[src/rtl/mc_pkg.sv]
// mc_pkg: opcode/funct constants, ALU and PC-source encodings, controller state and decode types.
package mc_pkg;
  localparam logic [5:0] OP_R = 6'h00, OP_ADDI = 6'h08, OP_ANDI = 6'h0C, OP_ORI = 6'h0D;
  localparam logic [5:0] OP_LW = 6'h23, OP_SW = 6'h2B, OP_BEQ = 6'h04, OP_BNE = 6'h05, OP_J = 6'h02;
  localparam logic [5:0] FN_ADD = 6'h20, FN_SUB = 6'h22, FN_AND = 6'h24, FN_OR = 6'h25;
  localparam logic [1:0] ALU_ADD = 2'b00, ALU_SUB = 2'b01, ALU_AND = 2'b10, ALU_OR = 2'b11;
  localparam logic [1:0] PC_4 = 2'b00, PC_BR = 2'b01, PC_J = 2'b10;
  typedef enum logic [2:0] {S_IF, S_ID, S_EX, S_MEM, S_WB, S_TRAP} state_t;
  typedef enum logic [2:0] {C_ILL, C_R, C_IMM, C_LW, C_SW, C_BEQ, C_BNE, C_J} cls_t;
  typedef struct packed {
    logic       regrt;
    logic       se;
    logic       aluqb;
    logic [1:0] aluc;
    logic       reg2reg;
  } dec_t;
endpackage

[src/rtl/mc_decode.sv]
// mc_decode: combinational Op/Func decode into instruction class and datapath select signals.
module mc_decode
  import mc_pkg::*;
(
  input  logic [5:0] op_i,
  input  logic [5:0] func_i,
  output cls_t       cls_o,
  output dec_t       dec_o,
  output logic       legal_o
);
  always_comb begin
    cls_o = C_ILL;
    case (op_i)
      OP_R: cls_o = func_i inside {FN_ADD, FN_SUB, FN_AND, FN_OR} ? C_R : C_ILL;
      OP_ADDI, OP_ANDI, OP_ORI: cls_o = C_IMM;
      OP_LW: cls_o = C_LW;
      OP_SW: cls_o = C_SW;
      OP_BEQ: cls_o = C_BEQ;
      OP_BNE: cls_o = C_BNE;
      OP_J: cls_o = C_J;
      default: ;
    endcase
    dec_o.regrt = cls_o inside {C_IMM, C_LW, C_SW};
    dec_o.se = cls_o inside {C_LW, C_SW, C_BEQ, C_BNE} || (cls_o == C_IMM && op_i == OP_ADDI);
    dec_o.aluqb = cls_o inside {C_R, C_BEQ, C_BNE};
    dec_o.aluc = cls_o == C_R ? (func_i == FN_SUB ? ALU_SUB : func_i == FN_AND ? ALU_AND :
                                 func_i == FN_OR ? ALU_OR : ALU_ADD)
               : cls_o == C_IMM ? (op_i == OP_ANDI ? ALU_AND : op_i == OP_ORI ? ALU_OR : ALU_ADD)
               : cls_o inside {C_BEQ, C_BNE} ? ALU_SUB : ALU_ADD;
    dec_o.reg2reg = cls_o == C_LW;
  end
  assign legal_o = cls_o != C_ILL;
endmodule

[src/rtl/multicycle_ctrl.sv]
// multicycle_ctrl: IF/ID/EX/MEM/WB sequencer sharing one memory port, with timeout and sticky error flags.
module multicycle_ctrl
  import mc_pkg::*;
#(
  parameter int MEM_TIMEOUT = 16,
  parameter int RET_W = 32
) (
  input  logic             Clk,
  input  logic             Clrn,
  input  logic [5:0]       Op,
  input  logic [5:0]       Func,
  input  logic             Z,
  input  logic             Mem_rdy,
  output logic             Mem_req,
  output logic             Iord,
  output logic             Wmem,
  output logic             Irwr,
  output logic             Pcwr,
  output logic [1:0]       Pcsrc,
  output logic             Regrt,
  output logic             Se,
  output logic             Aluqb,
  output logic [1:0]       Aluc,
  output logic             Wreg,
  output logic             Reg2reg,
  output logic             Illegal,
  output logic             Bus_err,
  output logic [RET_W-1:0] Retired
);
  localparam int WW = $clog2(MEM_TIMEOUT + 1) + 1;
  localparam logic [WW-1:0] TLIM = WW'(MEM_TIMEOUT - 1);
  state_t state_q;
  logic run_q, ill_q, berr_q;
  logic [WW-1:0] wait_q;
  logic [RET_W-1:0] ret_q;
  cls_t cls;
  dec_t dec;
  logic legal, req, done, tout, br, retire;
  mc_decode u_dec (.op_i(Op), .func_i(Func), .cls_o(cls), .dec_o(dec), .legal_o(legal));
  // run_q holds requests off until the first edge after reset release
  always_comb begin
    req = run_q && (state_q == S_IF || state_q == S_MEM);
    done = req && Mem_rdy;
    tout = req && !Mem_rdy && MEM_TIMEOUT != 0 && wait_q == TLIM;
    br = cls == C_BEQ || cls == C_BNE;
    retire = (state_q == S_ID && cls == C_J) || (state_q == S_EX && br) ||
             (state_q == S_MEM && done && cls == C_SW) || state_q == S_WB;
    Mem_req = req;
    Iord = req && state_q == S_MEM;
    Wmem = Iord && cls == C_SW;
    Irwr = done && state_q == S_IF;
    Pcwr = Irwr || (state_q == S_ID && cls == C_J) ||
           (state_q == S_EX && ((cls == C_BEQ && Z) || (cls == C_BNE && !Z)));
    Pcsrc = state_q == S_ID && cls == C_J ? PC_J : state_q == S_EX && br ? PC_BR : PC_4;
    {Regrt, Se, Aluqb, Aluc, Reg2reg} = state_q != S_IF && state_q != S_TRAP ? dec : '0;
    Wreg = state_q == S_WB;
    Illegal = ill_q;
    Bus_err = berr_q;
    Retired = ret_q;
  end
  always_ff @(posedge Clk or negedge Clrn)
    if (!Clrn) begin
      state_q <= S_IF;
      run_q <= 1'b0;
      wait_q <= '0;
      ret_q <= '0;
      ill_q <= 1'b0;
      berr_q <= 1'b0;
    end else begin
      run_q <= 1'b1;
      wait_q <= req && !Mem_rdy ? wait_q + 1'b1 : '0;
      if (retire) ret_q <= ret_q + 1'b1;
      if (tout) begin
        state_q <= S_TRAP;
        berr_q <= 1'b1;
      end else
        case (state_q)
          S_IF: if (done) state_q <= S_ID;
          S_ID:
            if (!legal) begin
              state_q <= S_TRAP;
              ill_q <= 1'b1;
            end else state_q <= cls == C_J ? S_IF : S_EX;
          S_EX: state_q <= br ? S_IF : cls == C_LW || cls == C_SW ? S_MEM : S_WB;
          S_MEM: if (done) state_q <= cls == C_SW ? S_IF : S_WB;
          S_WB: state_q <= S_IF;
          default: ;
        endcase
    end
endmodule

[config.mk]
export PLATFORM = sky130hd
export DESIGN_NAME = multicycle_ctrl
export DESIGN_NICKNAME = d
export VERILOG_FILES = /design/src/rtl/mc_pkg.sv /design/src/rtl/mc_decode.sv /design/src/rtl/multicycle_ctrl.sv
export SDC_FILE = /design/constraint.sdc
export NUM_CORES = 1
export LEC_CHECK = 0
export BUFFER_PORTS_ARGS = -buffer_cell sky130_fd_sc_hd__buf_4
export CAP_MARGIN = 20
export CORE_UTILIZATION = 45
export CTS_CLUSTER_SIZE = 8
export DETAILED_ROUTE_END_ITERATION = 12
export PLACE_DENSITY = 0.69
export SETUP_SLACK_MARGIN = 0.3
export SLEW_MARGIN = 30
export SYNTH_ARGS = -nofsm -noshare
export SYNTH_HDL_FRONTEND = slang
export SYNTH_SLANG_ARGS = --single-unit
[constraint.sdc]
create_clock -name Clk -period 2.5 [get_ports Clk]
set_input_delay 0.375 -clock Clk [delete_from_list [all_inputs] [get_ports Clk]]
set_output_delay 0.375 -clock Clk [all_outputs]
set_load 0.005 [all_outputs]
==> flow_summary.json, run 1 <==
{
  "rsz0062_at_grt": "yes",
  "outcome": "finished clean",
  "grt-ovfl-total": 0,
  "yosys.cell_types.count": 46,
  "vias": 2144,
  "rrSetupSlack_ns": 0.38,
  "syn_nets": 282,
  "root_buffer": "clkbuf_8",
  "vdd_drop_max_uv": 722,
  "synth_ff_type": "dfrtp_1",
  "place_congestion": 0.862,
  "cts_hold_buf": 0,
  "hold_slack_ns": 0.0625,
  "finalSetupTns_ns": 0,
  "hold_class": "in2async",
  "drt_iter0_markers": 76,
  "nFillCells": 458,
  "vias_per_cell": 5.28,
  "dp.cells": 396,
  "io-pin-count": 64,
  "die_h_um": 76.8,
  "power.total_mw": 2.14,
  "grt_pass1_vias": 1997,
  "p_leak_nw": 1.52,
  "rows": 26,
  "cts_sinks": 44,
  "diodes": 0,
  "syn_area_um2": 2520,
  "synth_cells": 264,
  "drc_errors": 0,
  "worst-endpoint-arrival_ns": 1.84,
  "max_stage_delay_ns": 0.50,
  "regArea_um2": 1100,
  "fin_worst_skew_ns": 0.00817,
  "share_seq_of_total_power_pct": 41.5,
  "placed_cell_area_um2": 3100,
  "finalCritPeriodShare_pct": 88.5,
  "die_w_um": 76.8,
  "startpoint_type": "primary input",
  "cp_slowest_cell": "or4_1",
  "finalNonFillerCells": 406,
  "fin_nets": 353,
  "htreeDepth": 2,
  "multi_input_area_um2": 1330,
  "fmax_ghz": 0.452,
  "cp_top_family": "simple AND/OR/NAND/NOR gates",
  "grt_max_degree": 45,
  "cp_common_cell": "buf_4",
  "cts_tree": "yes",
  "critPathBufInv": 2,
  "io_buffer_count": 63,
  "p_per_area_nw_per_um2": 662,
  "dp_hpwl_um": 4090,
  "drt-wirelength-per-cell_um": 13.9,
  "hold_viol": 0,
  "path_class": "in2out",
  "swShare_pct": 35.1,
  "setup_viol": 0,
  "critPathCaptureType": "output pin",
  "fin_crit_ns": 2.21,
  "crit_path_cell_trace": "buf_4 > or4_1 > or4_4 > o31a_1 > o21bai_1 > buf_4",
  "numCtsBuffers": 5,
  "grt_pass1_wl_um": 9470,
  "clkTransAtPathRegs_ns": 0.08,
  "clk_latency_ns": 0.30,
  "p_switching_uw": 749,
  "combPwrFrac_pct": 37.1,
  "tightest_slew_ns": 0.548,
  "slew_headroom_pct": 63.4,
  "yosysWarnings": 0,
  "antenna_left": 0,
  "final_area_um2": 3230,
  "fp.coreArea_um2": 5240,
  "wl_um": 5650,
  "first_pass_iters": 4,
  "area_growth_syn_to_layout_pct": 28.2,
  "synth.avg_cell_area_um2": 9.54,
  "drv_slew": 0,
  "start_util_pct": 48.1,
  "drive_above_1_share_pct": 31.3,
  "clkPwrFrac_pct": 21.4,
  "die_area_um2": 5900,
  "synth-edff-count": 0,
  "synthArstFlopShare_pct": 100,
  "internal_power_mw": 1.39,
  "clk_path_buf_depth": 2,
  "ys_ff_latch": 44,
  "antenna_found_initial": 0,
  "maxCapViolations": 0,
  "track_usage_pct": 20.0,
  "ys_seq_area_share_pct": 43.7,
  "worst_ep_required_time_ns": 2.12,
  "critPathMaxFanout": 2
}
[registers in the layout (all words and copies together) (netlist names)]
name     flops
Bus_err      1
Illegal      1
Retired     32
run_q        1
state_q      3
wait_q       6
[cell type report]
cell class / count / area share, %
Tap cell: 70 / 2.71
Sequential cell: 44 / 34.1
Clock buffer: 7 / 2.67
Multi-Input combinational cell: 196 / 41.0
Timing Repair Buffer: 77 / 17.9
Inverter: 11 / 1.28
Clock inverter: 1 / 0.233
[stage by stage]
step	setup slack [ns]	utilization [%]
2_1_floorplan	0.238	-
3_3_place_gp	0.0554	59.1
3_5_place_dp	0.0463	59.1
4_1_cts	0.288	61.0
5_1_grt	0.226	61.6
6_report	0.288	61.6
[logic make-up (layout without fill, tap and decap cells)]
family,count (synthesis),after routing,share of synthesized area [%]
AOI/OAI and AO/OA,30,30,9.09
xor gates and xnor gates,38,38,13.2
adders and majority gates,2,2,0.993
buffers and inverters,24,96,4.47
DFF,44,44,43.7
muxes,3,3,1.29
other,1,1,0.149
and+or+nand+nor,122,122,27.1
[placed cells by master, fill, tap and decap left out, types with 3 or more instances in the layout]
master / count
and4_1: 3
nor2_1: 26
and3_1: 9
nor3_1: 11
nor3_2: 6
inv_1: 11
or4_4: 3
a21oi_1: 5
dfrtp_1: 43
nand2_1: 16
buf_4: 77
o21ai_0: 4
nand3_1: 12
nand2b_1: 11
nand4_1: 12
xnor2_1: 20
a211oi_1: 3
clkbuf_8: 6
xor2_1: 18
[Yosys cell counts (3+ instances only)]
master	n	share of area, %
dfrtp_1	44	44
nor2_1	26	3.9
xnor2_1	20	7.0
xor2_1	18	6.3
nand2_1	16	2.4
nor3_1	13	2.6
nand3_1	12	2.4
nand4_1	12	3.0
inv_1	11	1.6
nand2b_1	11	2.7
and3_1	9	2.2
clkbuf_1	7	1.0
a21oi_1	5	0.99
o21ai_0	5	0.99
nor3_2	4	1.6
a211oi_1	3	0.89
and4_1	3	1.0
buf_2	3	0.60
[power groups by stage]
stage                     Combinational, mW  Sequential [mW]  Clock (mW)
final                                 0.792            0.887       0.457
after global routing                  0.866            0.900       0.502
after CTS                             0.771            0.893       0.475
after detailed placement              0.767            0.903           0
after global placement                0.749            0.903           0
after floorplan                       0.498            0.869           0
[final timing paths]
check                              to       start  cells past startpoint
setup / recovery                 Pcwr       Op[0]                      6
hold / removal             Retired[9]        Clrn                      1
setup reg to reg           state_q[1]  state_q[0]                      6
hold reg to reg             wait_q[0]   wait_q[0]                      1
max in group asynchronous  state_q[0]        Clrn                      1
min in group Clk            wait_q[0]   wait_q[0]                      1
[routing by layer]
metal,part of all wire (%),GRT usage (%)
met1,48,28.6
met2,45,29.6
met3,4.9,4.29
met4,1.4,7.12
met5,0,0
[timing repair]
action,CTS,global route
resized for setup,2,4
endpoints found under the setup margin,4,10
pin swaps,0,1
buffers inserted,0,2
(Power assumes the default switching activity.)
==> inputs of run 2 (changes only) <==
--- a/config.mk
+++ b/config.mk
@@ -5,12 +5,13 @@
 export SDC_FILE = /design/constraint.sdc
 export NUM_CORES = 1
 export LEC_CHECK = 0
+export ABC_AREA = 1
 export BUFFER_PORTS_ARGS = -buffer_cell sky130_fd_sc_hd__buf_4
 export CAP_MARGIN = 20
 export CORE_UTILIZATION = 45
 export CTS_CLUSTER_SIZE = 8
 export DETAILED_ROUTE_END_ITERATION = 12
-export PLACE_DENSITY = 0.69
+export PLACE_DENSITY = 0.68
 export SETUP_SLACK_MARGIN = 0.3
 export SLEW_MARGIN = 30
 export SYNTH_ARGS = -nofsm -noshare
==> run 2 against run 1 <==
  * Final area is 7.3% higher
  * Non-clock buffer count shrank 13
  * Sequential power shrank 19%
  * Combinational power down 91%
  * First-iteration DRC count is 110% higher
  * Flip-flop and latch count stayed put
  * Critical endpoint unchanged
==> flow_summary.json, run 2 <==
{
  "worst_ep_required_time_ns": 2.12,
  "tightest_slew_ns": 0.627,
  "path_class": "reg2out",
  "critPathMaxFanout": 7,
  "diodes": 0,
  "syn_nets": 428,
  "first_pass_iters": 4,
  "max_stage_delay_ns": 0.45,
  "wl_um": 6480,
  "cts_setup_buffers": 0,
  "slew_headroom_pct": 58.1,
  "clkTransAtPathRegs_ns": 0.09,
  "clk_latency_ns": 0.30,
  "numCtsBuffers": 5,
  "cts_tree": "yes",
  "synth_ff_type": "dfrtp_1",
  "clkPwrFrac_pct": 38.2,
  "maxCapViolations": 0,
  "ys_seq_area_share_pct": 39.1,
  "yosys.area.top_type": "dfrtp_1",
  "hold_slack_ns": 0.0545,
  "hold_viol": 0,
  "place_congestion": 0.851,
  "startpoint_type": "flop",
  "fin_crit_ns": 2.10,
  "htreeDepth": 2,
  "internal_power_uw": 965,
  "synth_cells": 410,
  "synth-edff-count": 0,
  "largest_reg_flops": 32,
  "drt-wirelength-per-cell_um": 11.7,
  "fin_worst_skew_ns": 0.00371,
  "final_core_util_pct": 57.8,
  "fp.coreArea_um2": 5990,
  "swShare_pct": 24.1,
  "vias_per_cell": 4.90,
  "fmax_ghz": 0.477,
  "drv_slew": 0,
  "setup_viol": 0,
  "io_buffer_count": 63,
  "yosys.cell_types.count": 28,
  "finalSetupTns_ns": 0,
  "grt_max_degree": 45,
  "antenna_left": 0,
  "cp_slowest_cell": "dfrtp_2",
  "vias": 2712,
  "syn_area_um2": 2820,
  "io-pin-count": 64,
  "critPathCaptureType": "output pin",
  "vdd_drop_max_uv": 371,
  "worst-endpoint-arrival_ns": 1.72,
  "share_seq_of_total_power_pct": 56.3,
  "ys_ff_latch": 44,
  "p_per_area_nw_per_um2": 367,
  "cts_hold_buf": 0,
  "die_w_um": 81.1,
  "grt_pass1_vias": 2435,
  "final_common_cell": "nand2_1",
  "dp_hpwl_um": 4960,
  "area_growth_syn_to_layout_pct": 23.0,
  "synth_most_common_cell": "nand2_1",
  "drive_above_1_share_pct": 18.6,
  "crit_path_cell_trace": "nor2_2 > nand2_1 > nand2_1 > nand2_1 > inv_1 > nand2_1 > nor2_1 > or3_1 > buf_4",
  "clk_path_buf_depth": 2,
  "grt-ovfl-total": 0,
  "rows": 28,
  "synth_top_area_share_pct": 39.1,
  "fin_nets": 495,
  "p_leak_nw": 1.75,
  "hold_class": "in2async",
  "layout_common_cells": "123 x nand2_1, 64 x buf_4, 63 x nor2_1, 58 x inv_1, 42 x dfrtp_1",
  "synthArstFlopShare_pct": 100,
  "grt_pass1_wl_um": 10700,
  "cts_sinks": 44,
  "p_switching_uw": 307,
  "synth.avg_cell_area_um2": 6.87,
  "synthTopCellsByCount": "123 x nand2_1, 64 x nor2_1, 58 x inv_1",
  "cp_common_cell": "nand2_1",
  "rsz0062_at_grt": "no",
  "die_h_um": 81.1,
  "drc_errors": 0,
  "track_usage_pct": 21.2,
  "antenna_found_initial": 0,
  "yosysWarnings": 0,
  "outcome": "finished clean",
  "yosys-top-cells-area": "dfrtp_1 39%, nand2_1 16%, nor2_1 8.5%",
  "finalCritPeriodShare_pct": 83.8,
  "root_buffer": "clkbuf_8",
  "die_area_um2": 6580,
  "drt_iter0_markers": 160,
  "start_util_pct": 47.0,
  "combPwrFrac_pct": 5.5
}
[run 2: changes by cell type after synthesis, moves of 10 or more]
cell      previous run  this run
inv_1               11        58
nand2_1             16       123
nand2b_1            11         0
nand3_1             12        22
nor2_1              26        64
o21ai_0              5        15
[run 2: power groups by stage]
| stage | clock, mW | combinational, mW | sequential (mW) |
|---|---|---|---|
| floorplan | 0 | 0.0252 | 0.730 |
| finish | 0.485 | 0.0698 | 0.716 |
| global placement | 0 | 0.0691 | 0.730 |
| global route | 0.526 | 0.0808 | 0.717 |
| CTS | 0.499 | 0.0709 | 0.716 |
| detailed placement | 0 | 0.0706 | 0.731 |
[run 2: metrics by stage]
stage / std cells / area (um^2) / worst slack, ns / power [mW]
2_1_floorplan: 410 / 2820 / 0.876 / 0.756
3_3_place_gp: 545 / 3350 / 0.503 / 0.800
3_5_place_dp: 545 / 3350 / 0.385 / 0.801
4_1_cts: 553 / 3450 / 0.309 / 1.29
5_1_grt: 553 / 3460 / 0.282 / 1.32
6_report: 553 / 3460 / 0.404 / 1.27
[run 2: logic make-up (layout without fill, tap and decap cells)]
group | count (synthesis) | after routing | synth area share, %
flip-flops | 44 | 44 | 39.1
AO/OA/AOI/OAI | 26 | 26 | 4.93
AND/OR/NAND/NOR | 243 | 243 | 36.5
adder cells (fa/ha/maj) | 2 | 2 | 0.888
other | 1 | 1 | 0.133
buffers and inverters | 65 | 133 | 9.46
XOR/XNOR | 29 | 29 | 9.02
[run 2: critical path: cells and delay by family (launching register included)]
family	cells	cell delay [ns]
buf+inv	2	0.20
flops	1	0.45
simple gates	7	0.78
[run 2: layer usage]
metal	up-vias	wire length, um	track usage (%)
met2	58	2820	33.0
met5	-	0	0
met3	9	365	4.49
li1	1399	-	-
met4	0	87	7.14
met1	1246	3200	29.0
[run 2: timing repair]
action	CTS	global route
resized for setup	2	4
endpoints found under the setup margin	2	3
hold endpoints to repair	0	0
[run 2: worst paths after layout]
path | startpoint | cells after the start | end | slack (ns)
setup reg to reg | state_q[0] | 9 | Retired[29] | 0.48
max in group asynchronous | Clrn | 1 | state_q[1] | 2.04
hold reg to reg | wait_q[0] | 1 | wait_q[0] | 0.46
setup / recovery | state_q[1] | 9 | Pcwr | 0.40
min in group Clk | Mem_rdy | 4 | wait_q[3] | 0.37
hold / removal | Clrn | 1 | wait_q[2] | 0.05
[run 2: cell type report]
cell class	count	area, um^2
fillers	578	2530
flip-flops and latches	44	1100
multi-input cells	301	1460
well taps	75	93.8
clock inverters	2	15.0
clock buffers	6	82.6
repair buffers	64	480
inverters	61	229
==> inputs of run 3 (changes only) <==
--- a/config.mk
+++ b/config.mk
@@ -5,13 +5,13 @@
 export SDC_FILE = /design/constraint.sdc
 export NUM_CORES = 1
 export LEC_CHECK = 0
-export ABC_AREA = 1
+export ABC_AREA = 0
 export BUFFER_PORTS_ARGS = -buffer_cell sky130_fd_sc_hd__buf_4
 export CAP_MARGIN = 20
 export CORE_UTILIZATION = 45
 export CTS_CLUSTER_SIZE = 8
 export DETAILED_ROUTE_END_ITERATION = 12
-export PLACE_DENSITY = 0.68
+export PLACE_DENSITY = 0.69
 export SETUP_SLACK_MARGIN = 0.3
 export SLEW_MARGIN = 30
 export SYNTH_ARGS = -nofsm -noshare
==> constraint.sdc (replaced) <==
create_clock -name Clk -period 2 [get_ports Clk]
set_input_delay 0.3 -clock Clk [delete_from_list [all_inputs] [get_ports Clk]]
set_output_delay 0.3 -clock Clk [all_outputs]
set_load 0.005 [all_outputs]
==> run 3 against run 2 <==
  * The run now ends with negative setup slack left
  * Clock skew is 0.0083 ns higher
  * Sequential power is 55% higher
  * Clock power is 47% higher
  * Hold slack better by 0.35 ns
  * Die area is 10% lower
  * Sequential share of layout area is 5.8 points lower
  * Via count is 6.2% lower
  * Flip-flop and latch count stayed put
  * Core utilization is 23 points higher
  * Worst setup slack worse by 0.48 ns
==> flow_summary.json, run 3 (same netlist as run 1, synthesis figures left out) <==
{
  "outcome": "complete, but fails checks",
  "failed_checks": "negative setup slack",
  "p_leak_nw": 2.05,
  "io-pin-count": 64,
  "wl_um": 8160,
  "root_buffer": "clkbuf_8",
  "largest_reg_flops": 32,
  "die_h_um": 76.8,
  "critPathMaxFanout": 8,
  "fp.coreArea_um2": 5240,
  "maxCapViolations": 0,
  "drv_slew": 0,
  "p_per_area_nw_per_um2": 898,
  "first_pass_iters": 4,
  "finalWorstSetupSlack_ns": -0.0752,
  "drc_errors": 0,
  "diodes": 0,
  "startpoint_type": "primary input",
  "drive_above_1_share_pct": 55.8,
  "regArea_um2": 1100,
  "antenna_found_initial": 0,
  "vias": 2543,
  "grt-ovfl-total": 0,
  "vias_per_cell": 5.54,
  "fin_crit_ns": 2.08,
  "finalCritPeriodShare_pct": 104,
  "rows": 26,
  "cts_tree": "yes",
  "dp_hpwl_um": 4410,
  "hold_viol": 0,
  "final_area_um2": 4230,
  "finalNonFillerCells": 459,
  "io_buffer_count": 63,
  "clkTransAtPathRegs_ns": 0.10,
  "layout_common_cells": "100 x buf_4, 43 x dfrtp_1, 27 x buf_6, 16 x xor2_1, 15 x nand2_1",
  "grt_pass1_vias": 2500,
  "grt_pass1_wl_um": 11800,
  "path_class": "in2reg",
  "htreeDepth": 2,
  "clk_path_buf_depth": 2,
  "vdd_drop_max_uv": 916,
  "placed_cell_area_um2": 3330,
  "fin_nets": 406,
  "final_common_cell": "buf_4",
  "slew_headroom_pct": 62.5,
  "worst_ep_required_time_ns": 2.20,
  "clk_latency_ns": 0.31,
  "start_util_pct": 48.1,
  "antenna_left": 0,
  "place_congestion": 0.855,
  "cts_sinks": 44,
  "drt-wirelength-per-cell_um": 17.8,
  "dp.cells": 421,
  "fin_worst_skew_ns": 0.0120,
  "setup_viol": 14,
  "worst-endpoint-arrival_ns": 2.27,
  "critPathCaptureType": "flop",
  "tightest_slew_ns": 0.563,
  "die_area_um2": 5900,
  "hold_class": "in2reg",
  "drt_iter0_markers": 113,
  "numCtsBuffers": 5,
  "multi_input_area_um2": 1800,
  "grt_max_degree": 45,
  "rsz0062_at_grt": "yes",
  "die_w_um": 76.8,
  "area_growth_syn_to_layout_pct": 68.0,
  "track_usage_pct": 25.2,
  "nFillCells": 296,
  "fmax_ghz": 0.482
}
-- run 3: power by group --
group          internal [mW]  switching [mW]  leakage, nW  total, mW
Sequential             0.987           0.126        0.563       1.11
Clock                  0.377           0.334       0.0548      0.711
Combinational           1.01           0.963         1.43       1.98
Total                   2.38            1.42         2.05       3.80
-- run 3: timing repair --
| action | 4_1_cts | 5_1_grt |
|---|---|---|
| setup buffers | 22 | 6 |
| hold buffers | 1 | 0 |
| pin swaps | 41 | 20 |
| resized for setup | 90 | 30 |
| endpoints found under the setup margin | 48 | 51 |
| hold endpoints to repair | 15 | 0 |
| gates cloned | 1 | 0 |
-- run 3: worst max-delay path, cell delays in order --
cell      delay [ns]
buf_6           0.09
or4_4           0.51
or4_4           0.45
a21oi_4         0.29
o211ai_2        0.15
buf_6           0.20
nand2b_4        0.16
xnor2_2         0.13
-- run 3: per-layer routing --
| metal | global-route usage, % | routed length, um |
|---|---|---|
| met1 | 31.3 | 3280 |
| met2 | 44.9 | 4290 |
| met3 | 4.64 | 396 |
| met4 | 6.15 | 197 |
| met5 | 0 | 0 |
-- run 3: area by class of cell --
cell class	instances	area share, %
multi-input cells	197	42.5
clock inverters	3	1.09
well taps	70	2.07
repair buffers	129	25.6
clock buffers	5	1.63
inverters	11	0.976
flip-flops and latches	44	26.1
-- run 3: worst paths after layout --
check	start	end	slack, ns	cells after the start
setup reg to reg	state_q[1]	Retired[20]	-0.06	6
setup / recovery	Op[0]	Retired[20]	-0.08	8
max in group asynchronous	Clrn	state_q[1]	1.07	2
min in group asynchronous	Clrn	Retired[10]	0.52	2
hold reg to reg	Retired[31]	Retired[31]	0.48	1
hold / removal	Mem_rdy	wait_q[1]	0.41	4
-- run 3: metrics by stage --
| step | total power [mW] | setup TNS [ns] | worst slack [ns] | utilization (%) | hold slack (ns) |
|---|---|---|---|---|---|
| 2_1_floorplan | 1.75 | -3.62 | -0.186 | - | 0.00441 |
| 3_3_place_gp | 2.21 | -8.76 | -0.362 | 63.6 | 0.326 |
| 3_5_place_dp | 2.25 | -9.82 | -0.391 | 63.6 | 0.332 |
| 4_1_cts | 3.48 | -0.0681 | -0.0681 | 76.7 | 0.405 |
| 5_1_grt | 3.97 | -1.55 | -0.125 | 80.8 | 0.409 |
| 6_report | 3.80 | -0.518 | -0.0752 | 80.8 | 0.407 |
